File: src/rtl/counting_pkg.sv
// Shared types and constants for the counting scheduler: controller and
// detector state encodings, symbol values and the stall-timeout limit.
package counting_pkg;

    typedef enum logic [1:0] {
        IDLE   = 2'd0,
        STREAM = 2'd1,
        REPORT = 2'd2
    } ctrl_state_e;

    typedef enum logic [1:0] {
        D0 = 2'd0,
        D1 = 2'd1,
        D2 = 2'd2,
        D3 = 2'd3
    } det_state_e;

    localparam logic [1:0] SYM_1 = 2'd1;
    localparam logic [1:0] SYM_2 = 2'd2;
    localparam logic [1:0] SYM_3 = 2'd3;

    // Consecutive transfer-free STREAM cycles that end a packet early
    localparam logic [7:0] IDLE_LIMIT = 8'd255;

endpackage

File: src/rtl/seq_detect_core.sv
// 1-2-3 pattern detector: symbol 0 is a bubble, hit pulses on the D2->D3 step.
module seq_detect_core
    import counting_pkg::*;
(
    input  logic       clk,
    input  logic       rst_n,
    input  logic       clear,
    input  logic       en,
    input  logic [1:0] sym,
    output logic       hit
);

    det_state_e state_q, state_d;

    // Detector state register
    always_ff @(posedge clk or negedge rst_n) begin
        if (!rst_n) begin
            state_q <= D0;
        end else begin
            state_q <= state_d;
        end
    end

    // Detector transition and hit decode
    always_comb begin
        state_d = state_q;
        hit     = 1'b0;
        if (clear) begin
            state_d = D0;
        end else if (en && (sym != 2'd0)) begin
            case (state_q)
                D0: state_d = (sym == SYM_1) ? D1 : D0;
                D1: state_d = (sym == SYM_1) ? D1 : ((sym == SYM_2) ? D2 : D0);
                D2: begin
                    state_d = (sym == SYM_1) ? D1 : ((sym == SYM_2) ? D2 : D3);
                    hit     = (sym == SYM_3);
                end
                D3: state_d = (sym == SYM_1) ? D1 : ((sym == SYM_2) ? D0 : D3);
                default: state_d = D0;
            endcase
        end else begin
            state_d = state_q;
        end
    end

endmodule

File: src/rtl/counting_sched.sv
// Round-robin shared 1-2-3 match counter. Optional stall timeout with
// res_timeout output is enabled by defining COUNTING_SCHED_TIMEOUT_EN.
module counting_sched
    import counting_pkg::*;
#(
    parameter int  NREQ  = 4,
    parameter int  CNT_W = 8,
    localparam int ID_W  = (NREQ > 1) ? $clog2(NREQ) : 1
) (
    input  logic              clk,
    input  logic              rst_n,
    input  logic [NREQ-1:0]   req,
    input  logic [NREQ-1:0]   sym_valid,
    input  logic [2*NREQ-1:0] sym,
    input  logic [NREQ-1:0]   sym_last,
    output logic [NREQ-1:0]   sym_ready,
    output logic [NREQ-1:0]   grant,
    output logic              res_valid,
    output logic [ID_W-1:0]   res_id,
    output logic [CNT_W-1:0]  res_count
`ifdef COUNTING_SCHED_TIMEOUT_EN
    ,
    output logic              res_timeout
`endif
);

    ctrl_state_e      state_q, state_d;
    logic [NREQ-1:0]  grant_q, grant_d;
    logic [ID_W-1:0]  gidx_q, gidx_d, ptr_q, ptr_d, res_id_q, res_id_d;
    logic [ID_W-1:0]  rr_idx_s, cand_s;
    logic             rr_found_s;
    logic [CNT_W-1:0] count_q, count_d, cnt_next_s, res_count_q, res_count_d;
    logic             res_valid_q, res_valid_d;
    logic             xfer_s, last_s, hit_s, det_clear_s, timeout_s;
    logic [1:0]       sym_sel_s;

    // Round-robin search for the first requester at or after the pointer
    always_comb begin
        rr_found_s = 1'b0;
        rr_idx_s   = {ID_W{1'b0}};
        cand_s     = {ID_W{1'b0}};
        for (int k = 0; k < NREQ; k++) begin
            cand_s = ID_W'((int'(ptr_q) + k) % NREQ);
            if (!rr_found_s && req[cand_s]) begin
                rr_found_s = 1'b1;
                rr_idx_s   = cand_s;
            end else begin
                rr_found_s = rr_found_s;
            end
        end
    end

    assign xfer_s     = (state_q == STREAM) && sym_valid[gidx_q];
    assign last_s     = sym_last[gidx_q];
    assign sym_sel_s  = sym[{gidx_q, 1'b0} +: 2];
    assign cnt_next_s = (hit_s && (count_q != {CNT_W{1'b1}})) ? (count_q + CNT_W'(1'b1)) : count_q;

    seq_detect_core u_det (
        .clk   (clk),
        .rst_n (rst_n),
        .clear (det_clear_s),
        .en    (xfer_s),
        .sym   (sym_sel_s),
        .hit   (hit_s)
    );

    // Controller next-state and result capture
    always_comb begin
        state_d     = state_q;
        grant_d     = grant_q;
        gidx_d      = gidx_q;
        ptr_d       = ptr_q;
        count_d     = count_q;
        det_clear_s = 1'b0;
        res_valid_d = 1'b0;
        res_id_d    = res_id_q;
        res_count_d = res_count_q;
        case (state_q)
            IDLE: begin
                if (rr_found_s) begin
                    state_d     = STREAM;
                    grant_d     = NREQ'(1'b1) << rr_idx_s;
                    gidx_d      = rr_idx_s;
                    ptr_d       = (int'(rr_idx_s) == NREQ - 1) ? {ID_W{1'b0}} : (rr_idx_s + ID_W'(1'b1));
                    count_d     = {CNT_W{1'b0}};
                    det_clear_s = 1'b1;
                end else begin
                    state_d = IDLE;
                end
            end
            STREAM: begin
                if (xfer_s) begin
                    count_d = cnt_next_s;
                    if (last_s) begin
                        state_d     = REPORT;
                        res_valid_d = 1'b1;
                        res_id_d    = gidx_q;
                        res_count_d = cnt_next_s;
                    end else begin
                        state_d = STREAM;
                    end
                end else if (timeout_s) begin
                    state_d     = REPORT;
                    res_valid_d = 1'b1;
                    res_id_d    = gidx_q;
                    res_count_d = count_q;
                end else begin
                    state_d = STREAM;
                end
            end
            REPORT: begin
                state_d = IDLE;
                grant_d = {NREQ{1'b0}};
            end
            default: begin
                state_d = IDLE;
                grant_d = {NREQ{1'b0}};
            end
        endcase
    end

    // Controller and result registers
    always_ff @(posedge clk or negedge rst_n) begin
        if (!rst_n) begin
            state_q     <= IDLE;
            grant_q     <= {NREQ{1'b0}};
            gidx_q      <= {ID_W{1'b0}};
            ptr_q       <= {ID_W{1'b0}};
            count_q     <= {CNT_W{1'b0}};
            res_valid_q <= 1'b0;
            res_id_q    <= {ID_W{1'b0}};
            res_count_q <= {CNT_W{1'b0}};
        end else begin
            state_q     <= state_d;
            grant_q     <= grant_d;
            gidx_q      <= gidx_d;
            ptr_q       <= ptr_d;
            count_q     <= count_d;
            res_valid_q <= res_valid_d;
            res_id_q    <= res_id_d;
            res_count_q <= res_count_d;
        end
    end

`ifdef COUNTING_SCHED_TIMEOUT_EN
    logic [7:0] idle_q, idle_d;
    logic       res_timeout_q, res_timeout_d;

    assign timeout_s = (state_q == STREAM) && !xfer_s && (idle_q == (IDLE_LIMIT - 8'd1));

    // Stall counter and sticky timeout flag
    always_comb begin
        idle_d        = idle_q;
        res_timeout_d = res_timeout_q;
        if ((state_q == STREAM) && !xfer_s) begin
            idle_d = idle_q + 8'd1;
        end else begin
            idle_d = 8'd0;
        end
        if (timeout_s) begin
            res_timeout_d = 1'b1;
        end else if (xfer_s && last_s) begin
            res_timeout_d = 1'b0;
        end else begin
            res_timeout_d = res_timeout_q;
        end
    end

    // Timeout registers
    always_ff @(posedge clk or negedge rst_n) begin
        if (!rst_n) begin
            idle_q        <= 8'd0;
            res_timeout_q <= 1'b0;
        end else begin
            idle_q        <= idle_d;
            res_timeout_q <= res_timeout_d;
        end
    end

    assign res_timeout = res_timeout_q;
`else
    assign timeout_s = 1'b0;
`endif

    assign sym_ready = (state_q == STREAM) ? grant_q : {NREQ{1'b0}};
    assign grant     = grant_q;
    assign res_valid = res_valid_q;
    assign res_id    = res_id_q;
    assign res_count = res_count_q;

endmodule

File: config.mk
export PLATFORM = sky130hd
export DESIGN_NAME = counting_sched
export DESIGN_NICKNAME = d
export VERILOG_FILES = /design/src/rtl/counting_pkg.sv /design/src/rtl/seq_detect_core.sv /design/src/rtl/counting_sched.sv
export SDC_FILE = /design/constraint.sdc
export NUM_CORES = 1
export LEC_CHECK = 0
export ABC_AREA = 0
export CAP_MARGIN = 0
export CORE_UTILIZATION = 40
export DETAILED_ROUTE_END_ITERATION = 8
export PLACE_DENSITY_LB_ADDON = 0.15
export SLEW_MARGIN = 25
export SYNTH_ARGS = -nofsm -noshare
export SYNTH_HDL_FRONTEND = slang
export SYNTH_HIERARCHICAL = 1
export SYNTH_SLANG_ARGS = --single-unit
File: constraint.sdc
create_clock -name clk -period 8.78 [get_ports clk]
set_clock_uncertainty 0.15 [all_clocks]
set_input_delay 1.756 -clock clk [delete_from_list [all_inputs] [get_ports clk]]
set_output_delay 1.756 -clock clk [all_outputs]
set_load 0.02 [all_outputs]
==> impl_results.md, run 1 <==
* Post-Syn Nets at roughly 220
* Worst EP required at 8.80 ns
* Initial antenna violation count at 0
* Yosys cell types at 53
* Final cell area excluding filler cells at between 0.002 and 0.0025 mm^2
* Data arrival, critical path at 4.94 ns
* Gp weighted congestion at 0.827
* Kind of critical path: input pin to register
* Fin Setup TNS at 0 ns
* Initial Util at 0.424
* ANT cells at 0
* Worst setup SP type: input pin
* Port bufs at 40
* TritonCTS clock tree: built
* DP Area at 0.00229 mm^2
* HP Start: res_count[5]$_DFFE_PN0P_
* Clock sinks at 30
* Slew headroom at 0.486
* Worst slew pin tran at 0.767 ns
* Die area at 0.00495 mm^2
* Leakage at 1.03 nW
* RSZ-0062 raised after global routing: no
* Layout Nets at 254
* # IOs at 41
* Core area at 0.00441 mm^2
* Critical path's largest stage delay at around 0.63 ns
* Number of flops mapped to enable cells by yosys at 0
* Crit-path slowest cell: nor4_2
* CTS Buf Count at 5
* WP buf/inv at 1
* Async set-reset flop share out of synthesis at 1.00
* F_max at 203 MHz
* Clk Tree Root Cell: clkbuf_8
* Power Total at approximately 0.6 mW
* DR WL/cell at 14.0 um
* Final core occ at 0.539
* DR vias at between 1500 and 2000
* Crit end category: register
* CP Max Fanout at 12
* Residual antenna-violating net count after detailed routing at 0
* Vias in the first global route at 1467
* Cells along the critical path: clkdlybuf4s50_1 > nor4_2 > nor3_2 > nor3b_1 > nand4_1 > or4_4 > and3_4 > a211o_1
* Mapped Cells at 184
* Placed insts at 267
* Setup Buffers After CTS at 0
* Clock Latency Late Sink at 0.28 ns
* Max-cap violations at 0
* Clock transition at path regs at 0.06 ns
* Die W at 70.4 um
* Warnings, synthesis at 6
* Min Tclk post-route at 4.92 ns
* Cell Area, Synth at 0.00187 mm^2
* DR pass1 iterations at 4
* Filler cells at 393
* Largest net degree at the start of global routing at 31
* Hold crit path type: register to register
* Fin crit share at 0.560
* R2R Path Start: state_q[0]$_DFF_PN0_
* Post-synth top flop: dfrtp_1
* Grt ovf at 0
* Final Slew Violations at 0
* Vias per cell at about 5.6
* GRT Overall Usage at 0.167
* Maximum vdd drop at 136 uV
* Hold Vio Cnt, Final at 0
* Sequential area share after synthesis at 0.401
* Clock H-tree levels at 2
* Fraction of layout cells with a size suffix above 1 at 0.112
* Row count at 24
* Clk buf depth at 2
* DRT Wirelength at 3850 um
* Critical path launch point: req[1]
* Post-cts resize count at 0
* Hold_buf cts at 0
* FF+latch count, synth at 30
* DR DRC count at 0
* DP Wirelength at between 2000 and 3000 um
* Die Height at 70.4 um
* First-pass GRT wire length at 6600 um
* Final setup vio count at 0
* Non-Filler Instances at about 280
* PwrDens at 250 mW/mm^2
* Worst path top cell family by delay: simple AND/OR/NAND/NOR gates
* Result of the run: complete, no violations
* Synth Area per Inst at 10.2 um^2
* Initial DRC Count at 100
* Area Overhead vs Synth at 27.1%
## cell type report
type | instances | area, um^2 | share of cell area
Tap cell | 52 | 65.1 | 0.0274
Inverter | 8 | 32.5 | 0.0137
Clock buffer | 7 | 86.3 | 0.0363
Clock inverter | 1 | 5.00 | 0.00211
Timing Repair Buffer | 41 | 408 | 0.172
Multi-Input combinational cell | 136 | 1030 | 0.433
Sequential cell | 30 | 751 | 0.316
## cell families after synthesis
group,synth area share
AND/OR/NAND/NOR,0.199
AO/OA/AOI/OAI,0.159
flip-flops,0.401
buffers and inverters,0.0482
multiplexers,0.102
adder cells (fa/ha/maj),0.0669
XOR/XNOR,0.0234
## synthesized netlist by cell type (3+ instances only)
master     n  share of area
ha_1      10          0.067
clkbuf_1   4         0.0080
xnor2_1    4          0.019
mux2i_1    3          0.016
a211oi_1   4          0.016
nor2b_1    3          0.010
nand2b_1   3          0.010
nand4_1    3          0.010
mux2_2     4          0.024
nand3_1    5          0.013
buf_2      3         0.0080
o21ai_0   12          0.032
nor3b_1    3          0.012
nor3_1     4          0.011
mux4_1     3          0.042
and2_1     4          0.013
nor2_1    10          0.020
inv_1      7          0.014
a21oi_1   10          0.027
a21o_1     3          0.012
dfrtp_1   30           0.40
nand2_1   15          0.030
## report_power, final
part           total [mW]  switching, mW  leakage [nW]  internal, mW
Sequential          0.202         0.0366         0.402         0.165
Combinational       0.277          0.154         0.580         0.123
Clock               0.115         0.0520        0.0482        0.0631
Total               0.594          0.242          1.03         0.352
## cells in the final DEF, fill, tap and decap left out, types with 4 or more instances in the layout
cell type	count
nand2_1	15
clkbuf_8	6
nor3_1	4
clkdlybuf4s50_1	40
xnor2_1	4
ha_1	10
a211oi_1	4
nor2_1	10
and2_1	4
dfrtp_1	30
a21oi_1	10
nand3_1	5
inv_1	7
mux2_2	4
o21ai_0	12
## worst min-delay path, cell delays in order (launching register included)
cell     delay, ns
dfrtp_1       0.34
nand2_1       0.04
o21ai_0       0.06
## path summary, 6_finish.rpt
check	endpoint	slack, ns	depth (start not counted)
max	count_q[7]$_DFFE_PN0P_	3.86	8
min	res_count[5]$_DFFE_PN0P_	0.33	2
max reg2reg	count_q[7]$_DFFE_PN0P_	4.95	10
min reg2reg	res_count[5]$_DFFE_PN0P_	0.33	2
max in group asynchronous	count_q[4]$_DFFE_PN0P_	6.48	2
min in group asynchronous	grant[3]$_DFFE_PN0P_	1.71	2
## registers in the layout, indices dropped and copies added (netlist names)
name and count:
state_q 1, res_valid 1, res_count 8, ptr_q 2, count_q 8, res_id 2
gidx_q 2, grant 4, u_det/state_q 2
## metrics by stage
stage	hold WS, ns	worst slack (ns)
after detailed placement	0.323	3.60
after global placement	0.309	3.71
after global routing	0.352	3.69
after CTS	0.338	3.89
after floorplan	0.362	4.32
final	0.327	3.86
## routing by layer
layer  global-route usage  wire [um]  vias to the layer above
li1                     -          -                      751
met2                0.268       1800                       50
met4               0.0578         48                        0
met1                0.217       1790                      725
met3               0.0447        204                        5
met5                    0          0                        -
Power figures use the tool's default switching activity.
==> run 2, diff against run 1 <==
- clock period: 8.78 -> 4.2 ns (I/O delays scaled with it)
==> impl_results.md, run 2 (synthesis gave the netlist of run 1 again) <==
* DR pass1 iterations at 4 (unchanged)
* Initial DRC Count at 92 (was 100)
* Filler cells at 376 (was 393)
* Crit-path slowest cell: or4_4 (was nor4_2)
* WP buf/inv at 2 (was 1)
* Most frequent cells in the layout: clkdlybuf4s50_1, dfrtp_1, nand2_1 (unchanged)
* Min Tclk post-route at around 3.8 ns
* CP Max Fanout at 5 (was 12)
* Flop2flop setup slack at 0.76 ns (was 4.95 ns)
* Data arrival, critical path at 3.83 ns (was 4.94 ns)
* Kind of critical path: input pin to register (unchanged)
* F_max at 263 MHz
* CTS Buf Count at 5 (unchanged)
* Initial antenna violation count at 0 (unchanged)
* Leakage at 1.08 nW (was 1.03 nW)
* Clock H-tree levels at 2 (unchanged)
* Setup Buffers After CTS at 0 (unchanged)
* DP Wirelength at 2960 um (was 2870 um)
* Maximum vdd drop at 276 uV (was 136 uV)
* DR DRC count at 0 (unchanged)
* Hold Vio Cnt, Final at 0 (unchanged)
* Clock Latency Late Sink at 0.28 ns (about the same)
* Slew headroom at 0.533 (was 0.486)
* Placed insts at 272 (was 267)
* Result of the run: complete, no violations (unchanged)
* Post-cts resize count at 0 (unchanged)
* First-pass GRT wire length at 6940 um (was 6600 um)
* Clk Tree Root Cell: clkbuf_8 (unchanged)
* Clock sinks at 30 (unchanged)
* Gp weighted congestion at 0.848 (was 0.827)
* Residual antenna-violating net count after detailed routing at 0 (unchanged)
* Hold_buf cts at 0 (unchanged)
* Layout Nets at 259 (was 254)
* Row count at 24 (unchanged)
* RSZ-0062 raised after global routing: no (unchanged)
* Most common cell after layout, fill and taps aside: clkdlybuf4s50_1 (unchanged)
* Largest net degree at the start of global routing at 31 (unchanged)
* Critical path's largest stage delay at 0.56 ns (was 0.63 ns)
* Final Slew Violations at 0 (unchanged)
* TritonCTS clock tree: built (unchanged)
* Hold crit path type: register to register (unchanged)
* Vias in the first global route at 1516 (was 1467)
* Worst slew pin tran at 0.698 ns (was 0.767 ns)
* Initial Util at 0.424 (unchanged)
* Clk buf depth at 2 (unchanged)
* Fraction of layout cells with a size suffix above 1 at 0.136 (was 0.112)
* Die Height at 70.4 um (unchanged)
* Cells along the critical path: clkdlybuf4s50_1 > mux4_1 > inv_1 > ha_1 > and2b_1 > nand3b_1 > nor3b_1 > nand4_1 > or4_4 > and3_4 > a211o_1 (was clkdlybuf4s50_1 > nor4_2 > nor3_2 > nor3b_1 > nand4_1 > or4_4 > and3_4 > a211o_1)
* Fin Setup TNS at 0 ns (unchanged)
* PwrDens at 563 mW/mm^2 (was 250 mW/mm^2)
* GRT Overall Usage at 0.179 (was 0.167)
* R2R Path Start: gidx_q[0]$_DFFE_PN0P_ (was state_q[0]$_DFF_PN0_)
* Max-cap violations at 0 (unchanged)
* Non-Filler Instances at 280 (was 275)
* Core area at 0.00441 mm^2 (unchanged)
* DR vias at 1513 (was 1531)
* Vias per cell at 5.40 (was 5.57)
* Final setup vio count at 0 (unchanged)
* Die area at 0.00495 mm^2 (unchanged)
* Worst setup SP type: input pin (unchanged)
* Area Overhead vs Synth at 31.8% (was 27.1%)
* Die W at 70.4 um (unchanged)
* Fin crit share at 0.906
* Crit end category: register (unchanged)
* Critical path launch point: sym[4] (was req[1])
* Grt ovf at 0 (unchanged)
* # IOs at 41 (unchanged)
* DR WL/cell at 14.2 um (was 14.0 um)
* Clock transition at path regs at 0.07 ns (was 0.06 ns)
* DRT Wirelength at 3980 um (was 3850 um)
* Port bufs at 40 (unchanged)
* ANT cells at 0 (unchanged)
* Worst EP required at 4.23 ns (was 8.80 ns)
* HP Start: res_count[2]$_DFFE_PN0P_ (was res_count[5]$_DFFE_PN0P_)
* Worst path top cell family by delay: simple AND/OR/NAND/NOR gates (unchanged)
[run 2: final cells by class]
type / instances / area, um^2 / area share
multi-input combinational: 136 / 1030 / 0.418
sequential: 30 / 751 / 0.304
timing repair buffer: 46 / 445 / 0.181
clock buffer: 6 / 82.6 / 0.0335
tap: 52 / 65.1 / 0.0264
clock inverter: 2 / 60.1 / 0.0244
inverter: 8 / 32.5 / 0.0132
[run 2: path summary, 6_finish.rpt]
kind,end,cells after the start
max,count_q[7]$_DFFE_PN0P_,11
min,res_count[2]$_DFFE_PN0P_,1
max reg2reg,count_q[7]$_DFFE_PN0P_,10
min reg2reg,res_count[2]$_DFFE_PN0P_,1
max in group asynchronous,ptr_q[1]$_DFFE_PN0P_,2
min in group asynchronous,count_q[5]$_DFFE_PN0P_,2
[run 2: per-layer routing]
| metal | vias to the layer above | track usage | wire, um |
|---|---|---|---|
| met4 | 0 | 0.0911 | 84 |
| met2 | 50 | 0.286 | 1840 |
| met5 | - | 0 | 0 |
| met1 | 694 | 0.221 | 1850 |
| met3 | 8 | 0.0462 | 197 |
| li1 | 761 | - | - |
[run 2: per-stage QoR]
step | power, mW | hold slack [ns] | worst slack, ns | area [um^2] | utilization
4_1_cts | 1.40 | 0.330 | 0.418 | 2470 | 0.559
6_report | 1.39 | 0.323 | 0.396 | 2470 | 0.559
3_5_place_dp | 1.03 | 0.315 | 0.117 | 2320 | 0.526
3_3_place_gp | 1.01 | 0.309 | 0.272 | 2320 | 0.526
5_1_grt | 1.48 | 0.358 | 0.286 | 2470 | 0.559
2_1_floorplan | 0.839 | 0.362 | 0.657 | 1870 | -
[run 2: power by group]
part           internal, mW  leakage [nW]  switching, mW  total (mW)
Sequential            0.345         0.402         0.0811       0.426
Combinational         0.273         0.606          0.325       0.598
Clock                 0.253        0.0714          0.112       0.365
Total                 0.871          1.08          0.518        1.39
==> run 3, diff against run 2 <==
- CORE_UTILIZATION: 40 -> 38
- GPL_ROUTABILITY_DRIVEN: unset -> 1
==> impl_results.md, run 3 (synthesis gave the netlist of run 1 again) <==
* Worst EP required at 4.21 ns (was 4.23 ns)
* Setup Buffers After CTS at 0 (unchanged)
* Hold_buf cts at 0 (unchanged)
* PwrDens at 504 mW/mm^2 (was 563 mW/mm^2)
* Critical path's largest stage delay at 0.53 ns (was 0.56 ns)
* Crit end category: register (unchanged)
* Crit-path slowest cell: or4_4 (unchanged)
* ANT cells at 0 (unchanged)
* # IOs at 41 (unchanged)
* Data arrival, critical path at 3.65 ns (was 3.83 ns)
* CTS Buf Count at 5 (unchanged)
* Residual antenna-violating net count after detailed routing at 0 (unchanged)
* Die area at 0.00521 mm^2 (was 0.00495 mm^2)
* Hold Vio Cnt, Final at 0 (unchanged)
* Clock Latency Late Sink at 0.27 ns (was 0.28 ns)
* Initial DRC Count at 108 (was 92)
* Vias per cell at 5.27 (was 5.40)
* RSZ-0062 raised after global routing: no (unchanged)
* Hold crit path type: register to register (unchanged)
* Row count at 25 (was 24)
* Initial antenna violation count at 0 (unchanged)
* Fraction of layout cells with a size suffix above 1 at 0.127 (was 0.136)
* First-pass GRT wire length at 6560 um (was 6940 um)
* Layout Nets at 260 (was 259)
* Min Tclk post-route at 3.64 ns (was 3.80 ns)
* Max-cap violations at 0 (unchanged)
* Area Overhead vs Synth at 29.7% (was 31.8%)
* Clock H-tree levels at 2 (unchanged)
* Core area at 0.00472 mm^2 (was 0.00441 mm^2)
* Largest net degree at the start of global routing at 31 (unchanged)
* Gp weighted congestion at 0.784 (was 0.848)
* Fin Setup TNS at 0 ns (unchanged)
* Leakage at 1.05 nW (was 1.08 nW)
* Result of the run: complete, no violations (unchanged)
* Grt ovf at 0 (unchanged)
* Kind of critical path: input pin to register (unchanged)
* DR WL/cell at 13.0 um (was 14.2 um)
* F_max at 275 MHz (was 263 MHz)
* Most frequent cells in the layout: clkdlybuf4s50_1, dfrtp_1, nand2_1 (unchanged)
* Clock transition at path regs at 0.06 ns (was 0.07 ns)
* Clock sinks at 30 (unchanged)
* Clk buf depth at 2 (unchanged)
* Post-cts resize count at 0 (unchanged)
* Final setup vio count at 0 (unchanged)
* GRT Overall Usage at 0.162 (was 0.179)
* Most common cell after layout, fill and taps aside: clkdlybuf4s50_1 (unchanged)
* Initial Util at 0.396 (was 0.424)
* DR pass1 iterations at 4 (unchanged)
* CP Max Fanout at 5 (unchanged)
* Fin crit share at 0.866 (was 0.906)
* TritonCTS clock tree: built (unchanged)
* DR DRC count at 0 (unchanged)
* Die Height at 72.2 um (was 70.4 um)
* Die W at 72.2 um (was 70.4 um)
* Cells along the critical path: clkdlybuf4s50_1 > mux4_1 > inv_1 > ha_1 > and2b_1 > nand3b_1 > nor3b_1 > nand4_1 > or4_4 > and3_4 > a211o_1 (unchanged)
* DRT Wirelength at 3830 um (was 3980 um)
* DP Wirelength at 2920 um (was 2960 um)
* Slew headroom at 0.517 (was 0.533)
* Maximum vdd drop at 285 uV (was 276 uV)
* Vias in the first global route at 1422 (was 1516)
* DR vias at 1554 (was 1513)
* Final Slew Violations at 0 (unchanged)
* Power Total at 1.22 mW (was 1.39 mW)
* Port bufs at 40 (unchanged)
* Clk Tree Root Cell: clkbuf_8 (unchanged)
* Worst setup SP type: input pin (unchanged)
* Worst slew pin tran at 0.722 ns (was 0.698 ns)
-- run 3: area by class of cell --
type                            instances  area, um^2
Fill cell                             429        2300
Timing Repair Buffer                   47         453
Tap cell                               67        83.8
Inverter                                8        32.5
Sequential cell                        30         751
Multi-Input combinational cell        136        1030
Clock buffer                            7        76.3
-- run 3: worst max-delay path: cells and delay by family --
family                     cells  cell delay [ns]
buffers and inverters          2             0.55
adders and majority gates      1             0.19
AOI/OAI and AO/OA              1             0.25
muxes                          1             0.29
and+or+nand+nor                6             1.53
-- run 3: final timing paths --
check | from | to | slack [ns] | cells after the start
max | sym[2] | count_q[7]$_DFFE_PN0P_ | 0.56 | 11
max reg2reg | gidx_q[0]$_DFFE_PN0P_ | count_q[7]$_DFFE_PN0P_ | 0.95 | 10
max in group asynchronous | rst_n | gidx_q[0]$_DFFE_PN0P_ | 2.82 | 2
min | res_count[3]$_DFFE_PN0P_ | res_count[3]$_DFFE_PN0P_ | 0.32 | 2
min reg2reg | res_count[3]$_DFFE_PN0P_ | res_count[3]$_DFFE_PN0P_ | 0.32 | 2
min in group asynchronous | rst_n | count_q[7]$_DFFE_PN0P_ | 0.81 | 2
-- run 3: report_power, final --
part | leakage (nW) | switching, mW | internal (mW) | total [mW]
combinational | 0.610 | 0.319 | 0.273 | 0.592
sequential | 0.402 | 0.0769 | 0.346 | 0.422
clock | 0.0383 | 0.0953 | 0.114 | 0.209
-- run 3: stage by stage --
step | util | worst slack, ns | hold slack (ns) | instance area, um^2 | std cells
2_1_floorplan | - | 0.657 | 0.362 | 1870 | 184
3_3_place_gp | 0.497 | 0.391 | 0.311 | 2350 | 288
3_5_place_dp | 0.497 | 0.272 | 0.320 | 2350 | 288
4_1_cts | 0.514 | 0.554 | 0.333 | 2430 | 295
5_1_grt | 0.514 | 0.400 | 0.346 | 2430 | 295
6_report | 0.514 | 0.564 | 0.323 | 2430 | 295
-- run 3: per-layer routing --
metal	track usage	wire length, um	up-vias
met5	0	0	-
met4	0.0458	39	0
met3	0.0542	206	4
met2	0.278	1870	58
met1	0.192	1710	731
li1	-	-	761
